==> config.mk <==
export PLATFORM = sky130hd
export DESIGN_NAME = dfp_sig_divide
export DESIGN_NICKNAME = d
export VERILOG_FILES = /design/src/rtl/dfp_sig_divide.sv
export SDC_FILE = /design/constraint.sdc
export NUM_CORES = 2
export LEC_CHECK = 0
export CORE_MARGIN = 8
export CORE_UTILIZATION = 55
export DETAILED_ROUTE_END_ITERATION = 8
export PLACE_DENSITY = 0.85
export REMOVE_ABC_BUFFERS = 1
export SLEW_MARGIN = 20
export SYNTH_ARGS = -nofsm -noshare
export SYNTH_HDL_FRONTEND = slang
export SYNTH_SLANG_ARGS = --single-unit
==> constraint.sdc <==
create_clock -name clk -period 66.8 [get_ports clk]
set_clock_uncertainty 0.15 [all_clocks]
set_input_delay 13.36 -clock clk [delete_from_list [all_inputs] [get_ports clk]]
set_output_delay 13.36 -clock clk [all_outputs]
set_load 0.1 [all_outputs]
==> src/rtl/dfp_sig_divide.sv <==
// dfp_sig_divide: restoring BCD significand divider, one subtract-or-append step per clock.
// Produces a 2N-digit quotient of (a*10^N)/b, the final remainder and a leading-zero-digit count.
module dfp_sig_divide #(
    parameter int N = 36
) (
    input  logic                 clk,
    input  logic                 rst_n,
    input  logic                 ce,
    input  logic                 ld,
    input  logic [N*4-1:0]       a,
    input  logic [N*4-1:0]       b,
    output logic [2*N*4-1:0]     q,
    output logic [(N+1)*4-1:0]   r,
    output logic [7:0]           lzcnt,
    output logic                 dbz,
    output logic                 done
);
    localparam int KW = $clog2(2*N+1);
    localparam logic [7:0] LZ_MAX = (2*N > 99) ? 8'h99 : 8'(((2*N)/10)*16 + (2*N)%10);

    typedef enum logic [1:0] {IDLE, RUN, DONE} state_t;
    state_t state, state_n;

    logic [N*4-1:0]     dv;
    logic [N*4-1:0]     a_sh;
    logic [(N+1)*4-1:0] rem;
    logic [(N+1)*4-1:0] rem_sub;
    logic [(N+1)*4-1:0] rem_shl;
    logic [(N+1)*4-1:0] dvx;
    logic [3:0]         d;
    logic [KW-1:0]      k;
    logic               nz;
    logic               ge;
    logic               last;
    logic               bz;
    logic               append;
    logic [7:0]         lz_inc;
    logic [4:0]         dd;
    logic               bw;

    // BCD encodings order the same as their values, so a binary compare suffices
    assign dvx     = {4'h0, dv};
    assign bz      = b == '0;
    assign ge      = rem >= dvx;
    assign append  = state == RUN && !ge;
    assign last    = k == KW'(2*N-1);
    assign rem_shl = {rem[N*4-1:0], a_sh[N*4-1 -: 4]};
    assign done    = state != RUN;
    assign lz_inc  = lzcnt == 8'h99 ? lzcnt :
                     lzcnt[3:0] == 4'h9 ? {lzcnt[7:4] + 4'h1, 4'h0} :
                     {lzcnt[7:4], lzcnt[3:0] + 4'h1};

    always_comb begin
        rem_sub = '0;
        bw = 1'b0;
        dd = '0;
        for (int i = 0; i < N+1; i++) begin
            dd = {1'b0, rem[i*4 +: 4]} - {1'b0, dvx[i*4 +: 4]} - {4'h0, bw};
            rem_sub[i*4 +: 4] = dd[4] ? dd[3:0] + 4'ha : dd[3:0];
            bw = dd[4];
        end
    end

    always_comb begin
        state_n = state;
        if (ld)
            state_n = bz ? DONE : RUN;
        else if (append && last)
            state_n = DONE;
    end

    always_ff @(posedge clk or negedge rst_n) begin
        if (!rst_n)
            state <= IDLE;
        else if (ce)
            state <= state_n;
    end

    // a_sh feeds the dividend stream MS digit first; zeros shift in behind it
    always_ff @(posedge clk or negedge rst_n) begin
        if (!rst_n) begin
            q     <= '0;
            r     <= '0;
            lzcnt <= '0;
            dbz   <= 1'b0;
            dv    <= '0;
            a_sh  <= '0;
            rem   <= '0;
            d     <= '0;
            k     <= '0;
            nz    <= 1'b0;
        end else if (ce) begin
            if (ld) begin
                dv    <= b;
                q     <= '0;
                d     <= '0;
                k     <= '0;
                nz    <= 1'b0;
                dbz   <= bz;
                lzcnt <= bz ? LZ_MAX : 8'h00;
                a_sh  <= {a[N*4-5:0], 4'h0};
                rem   <= {{(N*4){1'b0}}, a[N*4-1 -: 4]};
                if (bz)
                    r <= '0;
            end else if (state == RUN) begin
                if (ge) begin
                    rem <= rem_sub;
                    d   <= d + 4'h1;
                end else begin
                    q <= {q[2*N*4-5:0], d};
                    if (d == 4'h0 && !nz)
                        lzcnt <= lz_inc;
                    else
                        nz <= 1'b1;
                    d    <= '0;
                    rem  <= rem_shl;
                    a_sh <= {a_sh[N*4-5:0], 4'h0};
                    k    <= k + 1'b1;
                    if (last)
                        r <= rem;
                end
            end
        end
    end
endmodule

==> impl_results.md <==
- Status: finished clean
- Worst Path Arrival: 57.17 ns
- Sink Count: 891
- Layout Utilization: 0.6858
- Worst Reg-to-Reg Cells: 260
- Post_cts resized: 0
- Slew margin rel.: 0.1754
- Share of cells above drive strength 1: 0.04905
- Mapped cell area: 47970 sq um
- Post-CTS Hold Buffers: 0
- Maximum root-to-sink buffer count: 3
- GRT overflow: 0
- Number of DRC violations after detailed-routing iteration 0: 3687
- Worst-skew pair later-pin latency: 0.69 ns
- Number of synthesized flops with an enable pin: 0
- Initial DRT Pass Iterations: 6
- Cts bufs inserted: 95
- Hpwl dp: 109000 microns
- Die Y: 311.3 microns
- WL final: 151200 microns
- DRC viols: 0
- Worst path slowest cell: xnor2_1
- Max Fclk: 0.01761 GHz
- Die footprint: 96920 sq um
- Initial antenna violation count: 43
- Ys flop type: dfrtp_1
- Area Growth Syn to Fin: 23.84%
- Area leader, netlist: dfrtp_1
- Die Wd: 311.3 microns
- Crit-path max cell delay: 0.47 ns
- RSZ-0062 raised after global routing: no
- Row count: 108
- Post-synthesis async set-or-reset flop share: 1.000
- FF/Latch Area: 22300 sq um
- Cell count along the critical path: 260
- First-pass GRT wire length: 230900 microns
- Setup crit end kind: flop
- Routed met2 length: 69860 microns
- Filler cells: 6319
- ANT nets after route: 0
- Final hold violations: 0
- Final instance area: 59400 sq um
- Pin count of the biggest net entering global routing: 255
- Least-Margin Pin Slew: 1.237 ns
- Pwr per Cell Area: 42.70 nW/um^2
- WHS: 0.3275 ns
- Worst slack, placed: 10.55 ns
- I/O Pins: 738
- Sequential area share after synthesis: 0.4648
- Max-Cap Viols: 0
- Finished Layout Cells: 6540
- Multi-input gate area: 23180 sq um
- Pleak: 27.70 nW
- Worst hold path class: reg -> reg
- Buffers on Ports: 737
- # placed instances: 6323
- Met3 routed wirelength: 12260 microns
- Hold Path Stages: 2
- Crit path time final: 56.79 ns
- Final Slew Violations: 0
- Startpoint types: flop
- Peak supply drop: 0.00005901 V
- Synthesized instance count: 4643
- GRT Total Usage: 0.3016
- Synth warn: 0
- Total power: 2.537 mW
- Critical path fanouts, max: 5
- Most frequent cell after synthesis: dfrtp_1
- Final GP Congestion: 0.9169
- Clk pin slew, worst setup/hold paths: 0.07 ns
- Final cycle utilization of the critical path: 0.8502
- CTS tree: built
- Number of global-route vias before repair: 38298
- Total negative setup slack: 0 ns
- Avg WL per Cell: 23.12 microns
- Core Box Area: 86620 sq um
- CTS root buf: clkbuf_16
- Htree depth: 3
- Final setup viols: 0
- Netlist cell types: 63
- Top Layer Used: met5
- Critical path type: reg -> reg
- DP Area: 55900 sq um
- Total number of vias: 38081
- Initial core utilization: 0.5538
- Synth top area cells: dfrtp_1 46%, ha_1 11%, mux2i_1 5.9%
- Synth top area share: 0.4648
- WL met1: 61030 microns
- Top Family by Delay on Critical Path: adder cells
- Avg Vias per Cell: 5.823
- CP required: 67.18 ns
- Worst setup margin: 10.01 ns
- Fin nets: 6026
- Syn avg cell area: 10.33 sq um
- Most used cell, CP: xnor2_1
- Synth Register Bits: 891
- Synth cell count leaders: 891 x dfrtp_1, 693 x nand2_1, 534 x o21ai_0, 431 x ha_1, 337 x inv_1
- Setup bufs post-CTS: 0
- WP buf/inv: 5
==> report_power, final <==
part / switching (mW) / internal, mW
clock network: 0.234 / 0.333
registers: 0.0918 / 0.629
logic: 0.678 / 0.572
total: 1.00 / 1.53
==> layout make-up <==
cell class | instances | area share
Tap cell | 1155 | 0.02433
Timing Repair Buffer | 773 | 0.1297
Clock buffer | 140 | 0.04859
Antenna cell | 43 | 0.001811
Clock inverter | 34 | 0.008783
Multi-Input combinational cell | 3167 | 0.3902
Inverter | 337 | 0.02129
Sequential cell | 891 | 0.3753
==> worst reg2reg max path: cells and delay by family (launching register included) <==
| family | cells | cell delay, ns |
|---|---|---|
| xor gates and xnor gates | 68 | 14.42 |
| AOI/OAI and AO/OA | 70 | 12.59 |
| muxes | 1 | 0.11 |
| buffers and inverters | 5 | 0.48 |
| DFF | 1 | 0.40 |
| adders and majority gates | 75 | 22.26 |
| and+or+nand+nor | 41 | 6.33 |
==> final timing paths <==
kind / startpoint / slack, ns / to
worst min register to register: a_sh[75] / 0.33 / a_sh[75]
min in group asynchronous: rst_n / 12.61 / r[84]
worst min-delay path: a_sh[75] / 0.33 / a_sh[75]
worst max register to register: rem[0] / 10.01 / rem[147]
max in group asynchronous: rst_n / 50.73 / q[266]
worst max-delay path: rem[0] / 10.01 / rem[147]
==> sequential cells by signal, summed over array words and instances (netlist names) <==
register,flops
r,148
rem,148
state,2
nz,1
a_sh,140
lzcnt,8
dbz,1
d,4
q,288
dv,144
k,7
==> per-layer routing <==
layer,global-route usage,up-vias
li1,-,17392
met5,0,-
met3,0.07420,358
met2,0.4721,1399
met4,0.1585,6
met1,0.3872,18926
==> layout by cell type (no fill, tap or decap), types with 6 or more instances in the layout <==
master and n:
o21ai_1 32, nor3_1 19, nor2_1 61, nand2_1 691, nand3b_1 36, nand2b_1 40
bufinv_16 8, o21ai_0 534, a21o_1 46, buf_4 37, a22o_1 293, or4_1 6
dfrtp_1 891, xnor2_1 177, nand3_1 11, diode_2 43, mux2_2 36, ha_1 431
buf_12 6, clkbuf_1 11, nand4_1 44, mux2i_1 282, xor2_1 74, clkbuf_8 35
clkbuf_16 95, a21oi_1 115, and3_1 7, clkinv_2 17, or3_1 6, fa_1 38
inv_1 337, nor4_1 42, o22ai_1 75, clkdlybuf4s50_1 726
==> logic make-up (layout without fill, tap and decap cells) <==
family                   after synthesis  in the layout  share of synthesized area
AO/OA/AOI/OAI                       1141           1141                     0.1498
AND/OR/NAND/NOR                      988            988                    0.09046
flip-flops                           891            891                     0.4648
buffers and inverters                585           1284                    0.05350
adder cells (fa/ha/maj)              469            469                     0.1283
multiplexers                         318            318                    0.06730
XOR/XNOR                             251            251                    0.04583
other                                  0             43                          0
(Power assumes the default switching activity.)
